## src/rtl/alu_pkg.sv

```systemverilog
// rtl/alu_pkg.sv - shared opcode/funct encodings, flag bit indices and FSM states for alu_mdu
package alu_pkg;

  localparam logic [5:0] OP_RTYPE = 6'h00;
  localparam logic [5:0] OP_BEQ   = 6'h04;
  localparam logic [5:0] OP_BNE   = 6'h05;
  localparam logic [5:0] OP_ADDI  = 6'h08;
  localparam logic [5:0] OP_ADDIU = 6'h09;
  localparam logic [5:0] OP_SLTI  = 6'h0A;
  localparam logic [5:0] OP_SLTIU = 6'h0B;
  localparam logic [5:0] OP_ANDI  = 6'h0C;
  localparam logic [5:0] OP_ORI   = 6'h0D;
  localparam logic [5:0] OP_XORI  = 6'h0E;
  localparam logic [5:0] OP_LW    = 6'h23;
  localparam logic [5:0] OP_SW    = 6'h2B;

  localparam logic [5:0] FN_SLL   = 6'h00;
  localparam logic [5:0] FN_SRL   = 6'h02;
  localparam logic [5:0] FN_SRA   = 6'h03;
  localparam logic [5:0] FN_SLLV  = 6'h04;
  localparam logic [5:0] FN_SRLV  = 6'h06;
  localparam logic [5:0] FN_SRAV  = 6'h07;
  localparam logic [5:0] FN_MFHI  = 6'h10;
  localparam logic [5:0] FN_MFLO  = 6'h12;
  localparam logic [5:0] FN_MULT  = 6'h18;
  localparam logic [5:0] FN_MULTU = 6'h19;
  localparam logic [5:0] FN_DIV   = 6'h1A;
  localparam logic [5:0] FN_DIVU  = 6'h1B;
  localparam logic [5:0] FN_ADD   = 6'h20;
  localparam logic [5:0] FN_ADDU  = 6'h21;
  localparam logic [5:0] FN_SUB   = 6'h22;
  localparam logic [5:0] FN_SUBU  = 6'h23;
  localparam logic [5:0] FN_AND   = 6'h24;
  localparam logic [5:0] FN_OR    = 6'h25;
  localparam logic [5:0] FN_XOR   = 6'h26;
  localparam logic [5:0] FN_NOR   = 6'h27;
  localparam logic [5:0] FN_SLT   = 6'h2A;
  localparam logic [5:0] FN_SLTU  = 6'h2B;

  localparam int FLAG_ZERO = 2;
  localparam int FLAG_NEG  = 1;
  localparam int FLAG_OVF  = 0;

  localparam logic MD_MUL = 1'b0;
  localparam logic MD_DIV = 1'b1;

  typedef enum logic [1:0] {
    ST_IDLE = 2'd0,
    ST_MUL  = 2'd1,
    ST_DIV  = 2'd2,
    ST_DONE = 2'd3
  } state_t;

endpackage

```

## src/rtl/alu_mdu_iter.sv

```systemverilog
// rtl/alu_mdu_iter.sv - iterative shift-add multiplier / restoring divider on operand magnitudes,
// one bit per cycle for WIDTH cycles, signs restored on the hi/lo outputs
module alu_mdu_iter
  import alu_pkg::*;
#(
  parameter int WIDTH = 32
) (
  input  logic             clk,
  input  logic             rst_n,
  input  logic             start,
  input  logic             sgn,
  input  logic             op,
  input  logic [WIDTH-1:0] a,
  input  logic [WIDTH-1:0] b,
  output logic             done,
  output logic [WIDTH-1:0] hi,
  output logic [WIDTH-1:0] lo
);

  localparam int CW = $clog2(WIDTH);
  localparam logic [CW-1:0] LAST = CW'(WIDTH - 1);

  logic             run, op_r, neg_lo, neg_hi, div0;
  logic [CW-1:0]    cnt;
  logic [WIDTH-1:0] acc, q, m;
  logic             a_neg, b_neg, div_ok;
  logic [WIDTH-1:0] mag_a, mag_b;
  logic [WIDTH:0]   mul_sum, div_sh, div_diff;
  logic [2*WIDTH-1:0] prod;

  assign a_neg = sgn & a[WIDTH-1];
  assign b_neg = sgn & b[WIDTH-1];
  assign mag_a = a_neg ? -a : a;
  assign mag_b = b_neg ? -b : b;

  // acc holds the partial product (mul) or the running remainder (div); q the multiplier/quotient
  assign mul_sum  = {1'b0, acc} + (q[0] ? {1'b0, m} : '0);
  assign div_sh   = {acc, q[WIDTH-1]};
  assign div_ok   = div_sh >= {1'b0, m};
  assign div_diff = div_sh - {1'b0, m};

  assign prod = neg_lo ? -{acc, q} : {acc, q};
  assign done = run && (cnt == LAST);
  assign hi   = (op_r == MD_DIV) ? (neg_hi ? -acc : acc) : prod[2*WIDTH-1:WIDTH];
  assign lo   = (op_r == MD_DIV) ? (div0 ? '1 : (neg_lo ? -q : q)) : prod[WIDTH-1:0];

  always_ff @(posedge clk or negedge rst_n) begin
    if (!rst_n) begin
      run    <= 1'b0;
      cnt    <= '0;
      op_r   <= MD_MUL;
      neg_lo <= 1'b0;
      neg_hi <= 1'b0;
      div0   <= 1'b0;
      acc    <= '0;
      q      <= '0;
      m      <= '0;
    end else if (start) begin
      run    <= 1'b1;
      cnt    <= '0;
      op_r   <= op;
      neg_lo <= a_neg ^ b_neg;
      neg_hi <= a_neg;
      div0   <= (op == MD_DIV) && (b == '0);
      acc    <= '0;
      q      <= mag_a;
      m      <= mag_b;
    end else if (run) begin
      if (op_r == MD_DIV) begin
        acc <= div_ok ? div_diff[WIDTH-1:0] : div_sh[WIDTH-1:0];
        q   <= {q[WIDTH-2:0], div_ok};
      end else begin
        {acc, q} <= {mul_sum, q[WIDTH-1:1]};
      end
      cnt <= cnt + CW'(1);
      if (cnt == LAST) run <= 1'b0;
    end
  end

endmodule

```

## src/rtl/alu_mdu.sv

```systemverilog
// rtl/alu_mdu.sv - EX-stage ALU with registered result, HI/LO mul/div and one-entry output buffer;
// ALU_FAST_MUL_EN selects a single-cycle multiplier (divide stays iterative)
module alu_mdu
  import alu_pkg::*;
#(
  parameter int WIDTH   = 32,
  parameter int SHAMT_W = 5
) (
  input  logic             clk,
  input  logic             rst_n,
  input  logic             in_valid,
  output logic             in_ready,
  input  logic [31:0]      instruction,
  input  logic [WIDTH-1:0] reg_a,
  input  logic [WIDTH-1:0] reg_b,
  output logic             out_valid,
  input  logic             out_ready,
  output logic [WIDTH-1:0] result,
  output logic [2:0]       flags,
  output logic             busy
);

  state_t state, state_next;
  logic [WIDTH-1:0] hi_r, lo_r;
  logic [5:0] opcode, funct;
  logic [SHAMT_W-1:0] shamt, shamt_v;
  logic signed [15:0] imm16;
  logic [WIDTH-1:0] imm_s, imm_z, sum_ab, diff_ab, sum_ai;
  logic ovf_add, ovf_sub, ovf_addi, lt_s, lt_u, lt_si, lt_ui;
  logic accept, is_md, md_div, md_sgn;
  logic [WIDTH-1:0] alu_res;
  logic [2:0] alu_flags;
  logic iter_start, iter_done;
  logic [WIDTH-1:0] iter_hi, iter_lo, md_hi, md_lo;
  logic unused_bits;

  assign opcode  = instruction[31:26];
  assign funct   = instruction[5:0];
  assign shamt   = instruction[6 +: SHAMT_W];
  assign shamt_v = reg_a[SHAMT_W-1:0];
  assign imm16   = instruction[15:0];
  assign imm_s   = WIDTH'(imm16);
  assign imm_z   = WIDTH'(instruction[15:0]);
  assign unused_bits = ^instruction[25:16];

  assign sum_ab   = reg_a + reg_b;
  assign diff_ab  = reg_a - reg_b;
  assign sum_ai   = reg_a + imm_s;
  assign ovf_add  = (reg_a[WIDTH-1] == reg_b[WIDTH-1]) && (sum_ab[WIDTH-1] != reg_a[WIDTH-1]);
  assign ovf_sub  = (reg_a[WIDTH-1] != reg_b[WIDTH-1]) && (diff_ab[WIDTH-1] != reg_a[WIDTH-1]);
  assign ovf_addi = (reg_a[WIDTH-1] == imm_s[WIDTH-1]) && (sum_ai[WIDTH-1] != reg_a[WIDTH-1]);
  assign lt_s     = $signed(reg_a) < $signed(reg_b);
  assign lt_u     = reg_a < reg_b;
  assign lt_si    = $signed(reg_a) < $signed(imm_s);
  assign lt_ui    = reg_a < imm_s;

  assign in_ready = (state == ST_IDLE) && (!out_valid || out_ready);
  assign accept   = in_valid && in_ready;
  assign busy     = (state == ST_MUL) || (state == ST_DIV);

  always_comb begin
    alu_res   = '0;
    alu_flags = '0;
    is_md     = 1'b0;
    md_div    = 1'b0;
    md_sgn    = 1'b0;
    case (opcode)
      OP_RTYPE: begin
        case (funct)
          FN_SLL:   alu_res = reg_b << shamt;
          FN_SRL:   alu_res = reg_b >> shamt;
          FN_SRA:   alu_res = $signed(reg_b) >>> shamt;
          FN_SLLV:  alu_res = reg_b << shamt_v;
          FN_SRLV:  alu_res = reg_b >> shamt_v;
          FN_SRAV:  alu_res = $signed(reg_b) >>> shamt_v;
          FN_MFHI:  alu_res = hi_r;
          FN_MFLO:  alu_res = lo_r;
          FN_MULT:  begin is_md = 1'b1; md_sgn = 1'b1; end
          FN_MULTU: is_md = 1'b1;
          FN_DIV:   begin is_md = 1'b1; md_div = 1'b1; md_sgn = 1'b1; end
          FN_DIVU:  begin is_md = 1'b1; md_div = 1'b1; end
          FN_ADD:   begin alu_res = sum_ab; alu_flags[FLAG_OVF] = ovf_add; end
          FN_ADDU:  alu_res = sum_ab;
          FN_SUB:   begin alu_res = diff_ab; alu_flags[FLAG_OVF] = ovf_sub; end
          FN_SUBU:  alu_res = diff_ab;
          FN_AND:   alu_res = reg_a & reg_b;
          FN_OR:    alu_res = reg_a | reg_b;
          FN_XOR:   alu_res = reg_a ^ reg_b;
          FN_NOR:   alu_res = ~(reg_a | reg_b);
          FN_SLT:   begin alu_res = WIDTH'(lt_s); alu_flags[FLAG_NEG] = lt_s; end
          FN_SLTU:  begin alu_res = WIDTH'(lt_u); alu_flags[FLAG_NEG] = lt_u; end
          default:  ;
        endcase
      end
      OP_ADDI:  begin alu_res = sum_ai; alu_flags[FLAG_OVF] = ovf_addi; end
      OP_ADDIU: alu_res = sum_ai;
      OP_SLTI:  begin alu_res = WIDTH'(lt_si); alu_flags[FLAG_NEG] = lt_si; end
      OP_SLTIU: begin alu_res = WIDTH'(lt_ui); alu_flags[FLAG_NEG] = lt_ui; end
      OP_ANDI:  alu_res = reg_a & imm_z;
      OP_ORI:   alu_res = reg_a | imm_z;
      OP_XORI:  alu_res = reg_a ^ imm_z;
      OP_LW, OP_SW: alu_res = sum_ai;
      OP_BEQ:   begin alu_res = diff_ab; alu_flags[FLAG_ZERO] = (reg_a == reg_b); end
      OP_BNE:   begin alu_res = diff_ab; alu_flags[FLAG_ZERO] = (reg_a != reg_b); end
      default:  ;
    endcase
  end

`ifdef ALU_FAST_MUL_EN
  logic md_mul;
  logic [2*WIDTH-1:0] fast_prod, ext_a, ext_b;

  assign ext_a = {{WIDTH{md_sgn & reg_a[WIDTH-1]}}, reg_a};
  assign ext_b = {{WIDTH{md_sgn & reg_b[WIDTH-1]}}, reg_b};

  always_ff @(posedge clk or negedge rst_n) begin
    if (!rst_n) begin
      md_mul    <= 1'b0;
      fast_prod <= '0;
    end else if (accept && is_md) begin
      md_mul    <= !md_div;
      fast_prod <= ext_a * ext_b;
    end
  end

  assign iter_start = accept && md_div;
  assign md_hi = md_mul ? fast_prod[2*WIDTH-1:WIDTH] : iter_hi;
  assign md_lo = md_mul ? fast_prod[WIDTH-1:0] : iter_lo;
`else
  assign iter_start = accept && is_md;
  assign md_hi = iter_hi;
  assign md_lo = iter_lo;
`endif

  alu_mdu_iter #(.WIDTH(WIDTH)) u_iter (
    .clk   (clk),
    .rst_n (rst_n),
    .start (iter_start),
    .sgn   (md_sgn),
    .op    (md_div),
    .a     (reg_a),
    .b     (reg_b),
    .done  (iter_done),
    .hi    (iter_hi),
    .lo    (iter_lo)
  );

  always_comb begin
    state_next = state;
    case (state)
      ST_IDLE: if (accept && is_md) state_next = md_div ? ST_DIV : ST_MUL;
`ifdef ALU_FAST_MUL_EN
      ST_MUL:  state_next = ST_DONE;
`else
      ST_MUL:  if (iter_done) state_next = ST_DONE;
`endif
      ST_DIV:  if (iter_done) state_next = ST_DONE;
      ST_DONE: state_next = ST_IDLE;
      default: state_next = ST_IDLE;
    endcase
  end

  // DONE never overlaps an accept, so the buffer is free when a mul/div result lands
  always_ff @(posedge clk or negedge rst_n) begin
    if (!rst_n) begin
      state     <= ST_IDLE;
      hi_r      <= '0;
      lo_r      <= '0;
      out_valid <= 1'b0;
      result    <= '0;
      flags     <= '0;
    end else begin
      state <= state_next;
      if (state == ST_DONE) begin
        hi_r <= md_hi;
        lo_r <= md_lo;
      end
      if (accept && !is_md) begin
        out_valid <= 1'b1;
        result    <= alu_res;
        flags     <= alu_flags;
      end else if (state == ST_DONE) begin
        out_valid <= 1'b1;
        result    <= md_lo;
        flags     <= '0;
      end else if (out_ready) begin
        out_valid <= 1'b0;
      end
    end
  end

endmodule

```

## config.mk

```make
export PLATFORM = sky130hd
export DESIGN_NAME = alu_mdu
export DESIGN_NICKNAME = d
export VERILOG_FILES = /design/src/rtl/alu_pkg.sv /design/src/rtl/alu_mdu_iter.sv /design/src/rtl/alu_mdu.sv
export SDC_FILE = /design/constraint.sdc
export NUM_CORES = 2
export LEC_CHECK = 0
export BUFFER_PORTS_ARGS = -buffer_cell sky130_fd_sc_hd__buf_2
export CAP_MARGIN = 20
export CORE_ASPECT_RATIO = 1.5
export CORE_MARGIN = 2
export CORE_UTILIZATION = 40
export CTS_CLUSTER_SIZE = 10
export DETAILED_ROUTE_END_ITERATION = 8
export GPL_ROUTABILITY_DRIVEN = 1
export SLEW_MARGIN = 20
export SYNTH_ARGS = -nofsm -noshare
export SYNTH_HDL_FRONTEND = slang
export SYNTH_SLANG_ARGS = --single-unit
export TNS_END_PERCENT = 1
```

## constraint.sdc

```tcl
create_clock -name clk -period 3.7 [get_ports clk]
set_input_delay 0.185 -clock clk [delete_from_list [all_inputs] [get_ports clk]]
set_output_delay 0.185 -clock clk [all_outputs]
set_load 0.1 [all_outputs]
```

==> results.md <==
* Run status: complete, no violations
* GRT overflow at 0
* Worst r2r path cells at 12
* Most frequent cell on the critical path: buf_4
* Largest net degree at the start of global routing at 91
* Site Rows at 124
* Worst Hold Class: primary input to flop
* Syn nets at 4,435
* DRT antenna net count at 0
* Reg2reg end: u_iter.acc[21]$_DFFE_PN0P_
* Worst Setup End Kind: flop
* Gr usage total at 48.13%
* Clock Skews at 59.41 ps
* Met1 Use GR at 54.71%
* Chip Width at 230.1 microns
* CP top delay family: compound AO/OA/AOI/OAI gates
* Most area-hungry cell type in the Yosys netlist: dfrtp_1
* Internal power at 7940 uW
* CP Data Arrival Time at 4070 ps
* CTS Buffer Depth at 3
* FMAX at 0.2801 GHz
* Vias at 37,630
* Post-placement cell count at 5,664
* Final Cycle Share at 96.50%
* Endpoints failing hold at 0
* Final WS setup at 129.4 ps
* Register area share after synthesis at 16.98%
* Post-DP HPWL at 160.3 mm
* Commonest cells in the synthesized netlist: nand2_1 (439), nor2_1 (337), a21oi_1 (332)
* Post-CTS Setup Inserts at 0
* Crit path largest cell delay at 510 ps
* Max stage delay cell, worst path: mux2i_1
* CTS tree: built
* Net Sw Frac at 52.47%
* Stages on worst setup path at 17
* Power share of the clock group at 14.4%
* Post-route insts no fill at 5,710
* Worst path cell trace: buf_2, buf_4, nor4b_4, buf_4, buf_4, nand2_1, buf_4, buf_4, a311oi_1, mux2i_1, mux2i_1, mux2_2, mux2i_1, a211oi_4, buf_4, o211ai_1, a22o_1
* First-pass GRT wire length at 270.3 mm
* Routed len/inst at 34.14 microns
* Leak Pwr at 0.01638 uW
* Root Driver: clkbuf_16
* RSZ-0062 raised after global routing: no
* R2R setup slack at 150 ps
* Post-Syn Area at 0.03066 sq mm
* Clk_lat worst skew at 620 ps
* Initial core utilization at 40.33%
* Combinational power share at 62.1%
* Fill cell count at 7,788
* GR peak layer: met2
* Met3 Use GR at 9.691%
* Fraction of registers with async set/reset at 100.0%
* Gate Count Post-Synth at 4,082
* Max VDD drop at 0.0005379 V
* Final WL at 194.9 mm
* Unique masters post-synth at 102
* Synth warn at 0
* Layout cell share with drive strength beyond 1 at 23.02%
* Area of the core at 0.07602 sq mm
* Place WS at -695.2 ps
* Synth area leaders: dfrtp_1 (17%), ha_1 (10%), a21oi_1 (5.4%)
* Met2 Track Usage GR at 75.65%
* Least-Margin Pin Slew at 1126 ps
* H-tree depth at 1
* Die area at 0.07892 sq mm
* Post-synth EDFFs at 0
* Startpoint types: primary input
* DRT iter0 DRCs at 4,701
* Critical path startpoint: instruction[4]
* Crit path to: result[24]$_DFFE_PN0P_
* # setup viols final at 0
* IO Count at 138
* Share of the synthesized area in the top cell type at 16.98%
* Num CTS Buffers at 26
* Max-slew violation count at 0
* Placer Congestion at 1.083
* Most frequent cell after synthesis: nand2_1
* Crit path buffers/inverters at 7
* Critical path class: primary input to flop
* Area of the multi-input gates at 0.02363 sq mm
* Max-capacitance violation count at 0
* Seq pwr share at 23.5%
* Worst Path Required at 4200 ps
* DR DRC count at 0
* Worst-path clk slew at 60 ps
* Drt pass-1 iters at 8
* # clock sinks at 208
* Buffers added on ports at 127
* Nets at 5,040
* Clock period minus final worst setup slack at 3571 ps
* Vias per std cell at 6.590
* Reg-to-Reg Start: u_iter.acc[6]$_DFFE_PN0P_
* Synth Flop Type: dfrtp_1
* Initial antenna violation count at 9
* Slew margin rel. at 24.95%
* Switch Pwr at 8765 uW
* Seq. cell area at 0.005213 sq mm
* Die height at 343.1 microns
* Area added between synthesis and finish at 24.64%
* Synth Area per Inst at 7.511 sq um
* Maximum fanout along the worst path at 8
* Number of global-route vias before repair at 36,290
* Power Density at 437.2 mW/mm^2
* Register bit count reported by yosys at 208
-- layer usage --
layer  vias up  part of all wire (%)
met5         -                 0.015
met4         4                    11
met3       770                   9.1
met1     18070                    35
met2      2466                    44
li1      16310                     -
-- flip-flops by register name (all words and copies together) (netlist names), 2 cells and up --
signal / cells
u_iter.q: 32
u_iter.cnt: 5
result: 32
lo_r: 32
u_iter.m: 32
hi_r: 32
flags: 3
state: 2
u_iter.acc: 32
-- stage by stage --
step	utilization (%)	hold WS (ps)	setup TNS [ps]	total power, uW	instance area, sq um
detailed placement	49.15	259.9	-1843	13880	37360
global placement	49.15	259.1	-1865	13820	37360
global route	50.25	92.89	0	17360	38200
finish	50.27	57.81	0	16710	38210
CTS	50.16	37.34	0	16330	38130
floorplan	-	-110.6	0	9746	30660
-- logic make-up after synthesis --
group,count (synthesis),synth area share (%)
buffers and inverters,497,6.530
flip-flops,208,16.98
XOR/XNOR,251,7.170
adder cells (fa/ha/maj),253,10.45
multiplexers,219,9.811
AND/OR/NAND/NOR,1240,18.61
AO/OA/AOI/OAI,1414,30.46
-- worst min-delay path: stages --
cell     delay, ps
buf_2          140
inv_1          120
xnor2_1        130
o21ai_1         50
-- placed cells by master, fill, tap and decap left out, types with 24 or more instances in the layout --
cell,synthesis,routed
nor3_1,88,85
nor2b_1,31,31
a22oi_1,58,58
inv_1,189,188
nand2_1,439,439
nor4_1,37,36
xnor2_1,177,177
o21ai_1,27,30
xor2_1,74,74
mux4_2,60,60
o211ai_1,115,115
nor2_1,337,331
nand3_1,102,102
a21oi_1,332,330
a21o_1,54,54
a211oi_1,94,90
o22ai_1,41,41
nand4_1,36,36
a311oi_1,24,24
buf_4,4,725
ha_1,248,246
clkbuf_16,0,26
or3_1,30,30
o21a_1,53,53
buf_12,0,26
mux2i_1,119,119
o21bai_1,37,37
buf_2,34,126
a31oi_1,46,46
mux2_2,39,39
o21ai_0,265,262
a221oi_1,33,33
dfrtp_1,208,206
o31ai_1,42,41
nand2b_1,33,33
-- repair_timing --
action / CTS / global route
hold buffers: 3 / 0
endpoints found under the hold margin: 87 / 0
pin swaps: 0 / 2
endpoints found under the setup margin: 3 / 23
gates resized for setup: 2 / 16
-- worst min-delay path by stage --
stage                                           to  cells past startpoint      start
after detailed placement    result[29]$_DFFE_PN0P_                      1      rst_n
after global routing      u_iter.q[29]$_DFFE_PN0P_                      4  reg_a[29]
after global placement      result[29]$_DFFE_PN0P_                      1      rst_n
after CTS                 u_iter.q[29]$_DFFE_PN0P_                      4  reg_a[29]
after floorplan               flags[0]$_DFFE_PN0P_                      0      rst_n
final                     u_iter.q[29]$_DFFE_PN0P_                      4  reg_a[29]
-- area by class of cell --
| cell class | instances | share of cell area, % |
|---|---|---|
| antenna | 6 | 0.03929 |
| clock buffer | 32 | 1.762 |
| multi-input combinational | 3377 | 61.83 |
| clock inverter | 5 | 0.1473 |
| tap | 1008 | 3.300 |
| sequential | 208 | 13.64 |
| timing repair buffer | 881 | 17.37 |
| inverter | 193 | 1.906 |
-- power groups by stage --
stage / Sequential (uW) / Combinational (uW) / Clock (uW)
after CTS: 3860 / 10100 / 2420
after global placement: 3880 / 9940 / 0
after global routing: 3960 / 10900 / 2480
after detailed placement: 3890 / 9990 / 0
after floorplan: 4460 / 5290 / 0
final: 3920 / 10400 / 2400
Note: power is estimated with default switching activity, not from simulation.
